## src/rtl/uart_host_seq.sv

```systemverilog
// Register-bus master for the UART top: programs divisor/line/FIFO
// registers after a start pulse, forwards TX bytes into THR and polls
// LSR to drain RBR into an output byte stream.
module uart_host_seq #(
  parameter logic [15:0] DIV      = 16'd27,
  parameter logic [7:0]  LCR_CFG  = 8'h03,
  parameter logic [7:0]  FCR_CFG  = 8'h01,
  parameter int          POLL_CYC = 16
) (
  input  logic       clk,
  input  logic       rst,
  input  logic       start,
  input  logic       s_valid,
  input  logic [7:0] s_data,
  output logic       s_ready,
  output logic       m_valid,
  output logic [7:0] m_data,
  input  logic       m_ready,
  output logic       uart_wr,
  output logic       uart_rd,
  output logic [2:0] uart_addr,
  output logic [7:0] uart_din,
  input  logic [7:0] uart_dout,
  output logic       cfg_done,
  output logic       busy
);

  localparam int CNT_W = (POLL_CYC > 2) ? $clog2(POLL_CYC) : 1;
  localparam logic [CNT_W-1:0] CNT_MAX = CNT_W'(POLL_CYC - 1);

  typedef enum logic [3:0] {
    IDLE, C_DLAB, C_DLL, C_DLM, C_LCR, C_FCR,
    READY, TX_WR, P_RD, P_WAIT, R_RD, R_WAIT
  } state_t;

  state_t           state, state_nxt;
  logic [CNT_W-1:0] poll_cnt, poll_cnt_nxt;
  logic             cfg_done_nxt;
  logic             wr_nxt, rd_nxt, s_ready_nxt, busy_nxt;
  logic [2:0]       addr_nxt;
  logic [7:0]       din_nxt;
  logic             poll_due;

  assign poll_due = (poll_cnt == CNT_MAX) && !m_valid;

  // Next-state, poll counter and bus values for the upcoming cycle; bus
  // outputs are decoded from the next state so the registered strobes
  // line up with the state they belong to.
  always_comb begin
    state_nxt    = state;
    poll_cnt_nxt = poll_cnt;
    cfg_done_nxt = cfg_done;
    wr_nxt       = 1'b0;
    rd_nxt       = 1'b0;
    addr_nxt     = 3'd0;
    din_nxt      = 8'd0;
    s_ready_nxt  = 1'b0;
    busy_nxt     = 1'b0;
    case (state)
      IDLE:    if (start) state_nxt = C_DLAB;
      C_DLAB:  state_nxt = C_DLL;
      C_DLL:   state_nxt = C_DLM;
      C_DLM:   state_nxt = C_LCR;
      C_LCR:   state_nxt = C_FCR;
      C_FCR: begin
        state_nxt    = READY;
        cfg_done_nxt = 1'b1;
      end
      READY: begin
        if (start) begin
          state_nxt    = C_DLAB;
          poll_cnt_nxt = '0;
          cfg_done_nxt = 1'b0;
        end else if (poll_due) begin
          state_nxt    = P_RD;
          poll_cnt_nxt = '0;
        end else begin
          if (!m_valid && (poll_cnt != CNT_MAX))
            poll_cnt_nxt = poll_cnt + CNT_W'(1);
          if (s_valid) state_nxt = TX_WR;
        end
      end
      TX_WR:   state_nxt = READY;
      P_RD:    state_nxt = P_WAIT;
      P_WAIT:  state_nxt = uart_dout[0] ? R_RD : READY;
      R_RD:    state_nxt = R_WAIT;
      R_WAIT:  state_nxt = READY;
      default: state_nxt = IDLE;
    endcase

    case (state_nxt)
      C_DLAB: begin wr_nxt = 1'b1; addr_nxt = 3'd3; din_nxt = LCR_CFG | 8'h80; end
      C_DLL:  begin wr_nxt = 1'b1; addr_nxt = 3'd0; din_nxt = DIV[7:0];        end
      C_DLM:  begin wr_nxt = 1'b1; addr_nxt = 3'd1; din_nxt = DIV[15:8];       end
      C_LCR:  begin wr_nxt = 1'b1; addr_nxt = 3'd3; din_nxt = LCR_CFG;         end
      C_FCR:  begin wr_nxt = 1'b1; addr_nxt = 3'd2; din_nxt = FCR_CFG;         end
      TX_WR:  begin wr_nxt = 1'b1; addr_nxt = 3'd0; din_nxt = s_data; s_ready_nxt = 1'b1; end
      P_RD:   begin rd_nxt = 1'b1; addr_nxt = 3'd5; end
      R_RD:   begin rd_nxt = 1'b1; addr_nxt = 3'd0; end
      default: ;
    endcase
    busy_nxt = (state_nxt != IDLE) && (state_nxt != READY);
  end

  // State, counter and registered bus/status outputs.
  always_ff @(posedge clk or negedge rst) begin
    if (!rst) begin
      state     <= IDLE;
      poll_cnt  <= '0;
      cfg_done  <= 1'b0;
      uart_wr   <= 1'b0;
      uart_rd   <= 1'b0;
      uart_addr <= 3'd0;
      uart_din  <= 8'd0;
      s_ready   <= 1'b0;
      busy      <= 1'b0;
    end else begin
      state     <= state_nxt;
      poll_cnt  <= poll_cnt_nxt;
      cfg_done  <= cfg_done_nxt;
      uart_wr   <= wr_nxt;
      uart_rd   <= rd_nxt;
      uart_addr <= addr_nxt;
      uart_din  <= din_nxt;
      s_ready   <= s_ready_nxt;
      busy      <= busy_nxt;
    end
  end

  // RX output holding register: loaded from RBR data, released on handshake.
  always_ff @(posedge clk or negedge rst) begin
    if (!rst) begin
      m_valid <= 1'b0;
      m_data  <= 8'd0;
    end else if (state == R_WAIT) begin
      m_valid <= 1'b1;
      m_data  <= uart_dout;
    end else if (m_valid && m_ready) begin
      m_valid <= 1'b0;
    end
  end

endmodule

```

## config.mk

```make
export PLATFORM = sky130hd
export DESIGN_NAME = uart_host_seq
export DESIGN_NICKNAME = d
export VERILOG_FILES = /design/src/rtl/uart_host_seq.sv
export SDC_FILE = /design/constraint.sdc
export NUM_CORES = 1
export LEC_CHECK = 0
export BUFFER_PORTS_ARGS = -buffer_cell sky130_fd_sc_hd__buf_2
export CAP_MARGIN = 40
export CORE_ASPECT_RATIO = 0.5
export CORE_MARGIN = 10
export CORE_UTILIZATION = 35
export CTS_BUF_LIST = sky130_fd_sc_hd__clkbuf_4
export DETAILED_ROUTE_END_ITERATION = 8
export SLEW_MARGIN = 20
export SYNTH_ARGS = -nofsm -noshare
export SYNTH_HDL_FRONTEND = slang
export SYNTH_SLANG_ARGS = --single-unit
```

## constraint.sdc

```tcl
create_clock -name clk -period 3.03 [get_ports clk]
set_input_delay 0.606 -clock clk [delete_from_list [all_inputs] [get_ports clk]]
set_output_delay 0.606 -clock clk [all_outputs]
set_load 0.03 [all_outputs]
```

# After elaboration in Yosys (flattened, before gate mapping)
# Cells that the tools add are included.
word_totals:
  input_bits: 21
  out_inout_bits: 25
  romBits: 0
  word_cells: 69
  ff_bits: 33
  latch_bits: 0
  ram_bits: 0
  n_memories: 0
op_classes:
  shifts: 0
  magnitude_cmp: 0
  div_mod_pow: 0
  n_bitwise: 0
  n_addsub: 1
  n_mux: 18
  reduce_logical: 16
  n_mul: 0
  n_eq_ne: 23
op_table:
  columns: ["operator", "count"]
  rows:
  - ["4-bit case mux with 10 select lines", 1]
  - ["8-bit case mux with 5 select lines", 1]
  - ["4-bit two-way mux", 8]
  - ["4-bit by 3-bit equality test with 1-bit output, second input constant", 7]
  - ["4-bit equality test, second input constant", 7]
  - ["4-bit by 2-bit equality test with 1-bit output, second input constant", 4]
  - ["3-bit case mux with 4 select lines", 1]
  - ["4-bit by 1-bit equality test with 1-bit output, second input constant", 2]
  - ["1-bit two-way mux", 6]
  - ["6-bit OR reduction", 1]
  - ["4-bit by 1-bit adder with 4-bit output, second input constant", 1]
  - ["1-bit logical AND", 4]
  - ["4-bit zero test", 1]
  - ["4-bit by 3-bit != test with 1-bit output, second input constant", 1]
  - ["4-bit != test, second input constant", 1]
  - ["2-bit AND reduction", 2]
  - ["2-bit nonzero test", 2]
  - ["4-bit nonzero test", 1]
  - ["2-bit OR reduction", 2]
  - ["3-bit nonzero test", 1]
  - ["3-bit OR reduction", 1]
  - ["2-bit != test, second input constant", 1]
  - ["1-bit case mux with 2 select lines", 1]
  - ["1-bit zero test", 1]

# Depth between registers and ports, before layout
logic_depth:
  word_depth: 8
  ltp_mapped: 7
  ltp_nobuf: 6

# Least setup slack after synthesis
# Ideal clock, no wire load.
synth_path:
  kind: "register to register"
  startpoint: "register m_valid"
  endpoint: "register uart_addr[0]"
  t_arrival_ps: 1656
  stages_incl_launch_ff: 6
  n_path_buf: 0
  period_less_slack_ps: 1782
  required_time_ps: 2904
  setup_ps: 126
  slack_ps: 1248
  cell_sequence: "dfrtp_1 -> and4b_4 -> or2_4 -> a22oi_4 -> nor2_2 -> a221o_1"
synth_between:
  elab_chain_cells: 8
  word_cells_on_any_way: 12
  classes_between: "5 x eq/ne; 4 x mux; 3 x reduce/logical"
synth_rtl:
  columns: ["element", "line_no", "source"]
  rows:
  - ["start, declared", "16", "output logic m_valid,"]
  - ["start signal, assigned", "133", "m_valid <= 1'b0;"]
  - ["start signal, assigned", "136", "m_valid <= 1'b1;"]
  - ["start signal, assigned", "139", "m_valid <= 1'b0;"]
  - ["1-bit zero test *", "44", "assign poll_due = (poll_cnt == CNT_MAX) && !m_valid;"]
  - ["1-bit logical AND *", "44", null]
  - ["4-bit two-way mux *", "74", "end else if (poll_due) begin"]
  - ["4-bit two-way mux *", "70", "if (start) begin"]
  - ["4-bit case mux with 10 select lines *", "59", "case (state)"]
  - ["net state_nxt[2]", "36", "state_t state, state_nxt;"]
  - ["4-bit by 3-bit equality test with 1-bit output / 4-bit by 1-bit equality test with 1-bit output (equally long branches)", "91", "case (state_nxt)"]
  - ["2-bit OR reduction (no source line)", null, null]
  - ["3-bit case mux with 4 select lines *", "91", null]
  - ["net addr_nxt[0]", "40", "logic [2:0] addr_nxt;"]
  - ["end signal, assigned", "123", "uart_addr <= addr_nxt;"]
  - ["end, declared", "21", "output logic [2:0] uart_addr,"]
# The timed path passes the listed nets; every way through them passes the cells marked *.
# A chain may end at the register's enable or synchronous reset.

# Final worst setup path
layout_path:
  startpoint: "register poll_cnt[0]"
  endpoint: "register uart_addr[0]"
layout_between:
  elab_chain_cells: 8
  word_cells_on_any_way: 12
  classes_between: "6 x eq/ne; 4 x mux; 2 x reduce/logical"
layout_rtl:
  columns: ["element", "line_no", "source"]
  rows:
  - ["start, declared", "37", "logic [CNT_W-1:0] poll_cnt, poll_cnt_nxt;"]
  - ["start signal, assigned", "119", "poll_cnt <= poll_cnt_nxt;"]
  - ["4-bit equality test *", "44", null]
  - ["1-bit logical AND *", "44", null]
  - ["4-bit two-way mux *", "74", null]
  - ["4-bit two-way mux *", "70", null]
  - ["4-bit case mux with 10 select lines *", "59", null]
  - ["net state_nxt[2]", "36", null]
  - ["4-bit by 3-bit equality test with 1-bit output / 4-bit by 1-bit equality test with 1-bit output (equally long branches)", "91", null]
  - ["2-bit OR reduction (no source line)", null, null]
  - ["3-bit case mux with 4 select lines *", "91", null]
  - ["net addr_nxt[0]", "40", null]
# Marked as above.

==> flow_metrics.tcl <==
set metrics [dict create \
    finalNonFillerCells 235 \
    fp-row-count 16 \
    start_kind "register" \
    final_cell_area_um2 1800 \
    path_class "register to register" \
    cts-resized-gates 0 \
    yosysTopAreaCell "dfrtp_1" \
    antenna_found_initial 0 \
    grt_pass1_wl_mm 5.64 \
    cts_made_buffers 5 \
    rsz0062_at_grt "no" \
    power.density_nw_per_um2 1020 \
    netlist_area_um2 1450 \
    cp-startpoint "poll_cnt[0]" \
    ys_warn_count 0 \
    ir_worst_vdd_mv 0.409 \
    path_max_fanout 5 \
    syn-num-nets 154 \
    clockRootBuffer "clkbuf_4" \
    ys_seq_elements 33 \
    wire_per_inst_um 14.7 \
    cap_viol_max_count 0 \
    tritoncts "built" \
    holdWs_ns 0.320 \
    r2r_end "uart_addr[0]" \
    worst-endpoint-required_ns 3.25 \
    gp_congestion 0.822 \
    grt_pass1_vias 1108 \
    synth.avg_cell_area_um2 11.0 \
    die_area_um2 7270 \
    seq_area_frac_synth_pct 57.0 \
    drc 0 \
    critPathCaptureType "register" \
    place_area_um2 1720 \
    track_usage_pct 9.61 \
    fin_crit_ns 1.90 \
    finalSetupViolCount 0 \
    routed_wl_mm 3.46 \
    final.fill_count 388 \
    h-tree-depth 2 \
    seqCellArea_um2 826 \
    io_pins 46 \
    area_delta_synth_final_pct 24.4 \
    cts_hold_buf 0 \
    die_w_um 111 \
    first_pass_iters 4 \
    start_util_pct 36.7 \
    finalHoldViolCount 0 \
    coreArea_um2 3940 \
    n_antenna_cell 0 \
    port_buffers 45 \
    fin_tns_setup_ns 0 \
    cts.clk_slew.worst_paths_ns 0.10 \
    critPathArrivalTime_ns 2.12 \
    multiInputGateArea_um2 591 \
    status "finished clean" \
    synth_top_area_share_pct 57.0 \
    overflow 0 \
    fmaxAchievable_mhz 526 \
    clock_latency_ns 0.33 \
    clock_skew_ns 0.0116 \
    leakage_nw 0.890 \
    fin_crit_sh_pct 62.8 \
    drt_iter0_markers 82 \
    synthCells 132 \
    synthTopCellsByArea "dfrtp_1 57%, mux2_2 5.4%, o21ai_0 4.5%" \
    r2r-start "poll_cnt[0]" \
    slew_headroom_pct 51.6 \
    clockBufferDepth 2 \
    synth.distinct_cells 34 \
    placedCellCount 227 \
    die_h_um 65.5 \
    worstMarginPinSlew_ns 0.726 \
    vias 1120 \
    hold_path.class "input port to async pin" \
    slew_violations 0 \
    dp_hpwl_mm 2.60 \
    grt_max_degree 34 \
    post-cts-setup-buffers 0 \
    reg2regPathDepth 6 \
    layout-drive-gt1-share_pct 37.0 \
    regToRegSetupSlack_ns 1.13 \
    cts.sink_count 33 \
    ant_nets 0 \
    viasPerCell 4.77 \
    fin_nets 202 \
]
critical path, cell delays in order (launching register included):
cell and delay (ns):
dfrtp_1 0.44, ha_1 0.23, and4b_4 0.21, or2_4 0.27
a22oi_4 0.24, nor2_2 0.08, a221o_1 0.33
cells by family (layout without fill, tap and decap cells):
kind of cell    after synthesis  count (layout)  synth area share [%]
simple gates                 47              47                  16.8
compound gates               36              36                  17.6
flops                        33              33                  57.0
buf+inv                       8              57                  2.25
mux                           7               7                  5.44
fa+ha+maj                     1               1                 0.863
cell type report:
type | count | share of cell area [%]
multi-input cells | 91 | 32.8
clock buffers | 6 | 2.50
repair buffers | 45 | 12.5
well taps | 54 | 3.75
clock inverters | 2 | 1.87
flip-flops and latches | 33 | 45.8
inverters | 4 | 0.833
cells in the mapped netlist:
master / number
and2_1: 5
nor2_1: 11
nor2_2: 1
nor2b_1: 3
o21a_1: 1
o311ai_4: 1
and2b_1: 3
o21ai_1: 2
nor3b_1: 1
nand2_1: 12
ha_1: 1
o32a_2: 1
o211ai_1: 1
inv_1: 4
or2_4: 1
a221o_1: 1
a31o_2: 1
buf_2: 2
nand3_1: 4
mux2_2: 7
a21oi_1: 8
clkbuf_1: 2
a21o_1: 1
nand2b_1: 1
a22oi_1: 1
or2_2: 1
o21ai_0: 13
dfrtp_1: 33
nor3_1: 2
a22oi_4: 1
nor4_1: 1
o22ai_1: 1
a2bb2oi_1: 3
and4b_4: 1
registers in the layout, summed over array words and instances (netlist names):
name	flops
cfg_done	1
uart_addr	3
m_valid	1
m_data	8
uart_din	8
poll_cnt	4
busy	1
state	4
s_ready	1
uart_wr	1
uart_rd	1
power breakdown:
part           total [W]  leakage (nW)  switching, W  internal, W
registers       0.000699         0.407      0.000124     0.000576
logic           0.000802         0.440      0.000503     0.000299
clock network   0.000330        0.0433      0.000149     0.000181
total            0.00183         0.890      0.000776      0.00106
how the worst max path moves through the flow:
| stage | to | slack, ns | depth (start not counted) |
|---|---|---|---|
| floorplan | uart_addr[0] | 1.25 | 5 |
| global placement | uart_addr[0] | 1.19 | 6 |
| detailed placement | uart_addr[0] | 1.15 | 6 |
| CTS | uart_addr[0] | 1.14 | 6 |
| global route | uart_rd | 1.05 | 5 |
| finish | uart_addr[0] | 1.13 | 6 |
metrics by stage:
step           utilization (%)  worst slack [ns]  power [W]
4_1_cts                   45.7              1.14    0.00186
3_3_place_gp              43.7              1.19    0.00151
3_5_place_dp              43.7              1.15    0.00152
6_report                  45.7              1.13    0.00183
5_1_grt                   45.7              1.05    0.00197
2_1_floorplan                -              1.25    0.00130
per-layer routing:
metal  up-vias  wire [µm]  global-route usage, %  share of wire, %
met5         -          0                      0                 0
met4         0         52                   4.35               1.5
met2        26       1600                   14.8                46
met3         7        256                   4.26               7.4
met1       527       1550                   11.5                45
li1        560          -                      -                 -
cells in the final DEF (no fill, tap or decap), types with 2 or more instances in the layout:
master / n
and2_1: 5
nor3_1: 2
nor2_1: 11
a2bb2oi_1: 3
a21oi_1: 8
o21ai_1: 2
and2b_1: 3
nor2b_1: 3
nand3_1: 4
buf_2: 45
dfrtp_1: 33
o21ai_0: 13
clkbuf_4: 6
mux2_2: 7
inv_1: 4
nand2_1: 12
(Power assumes the default switching activity.)
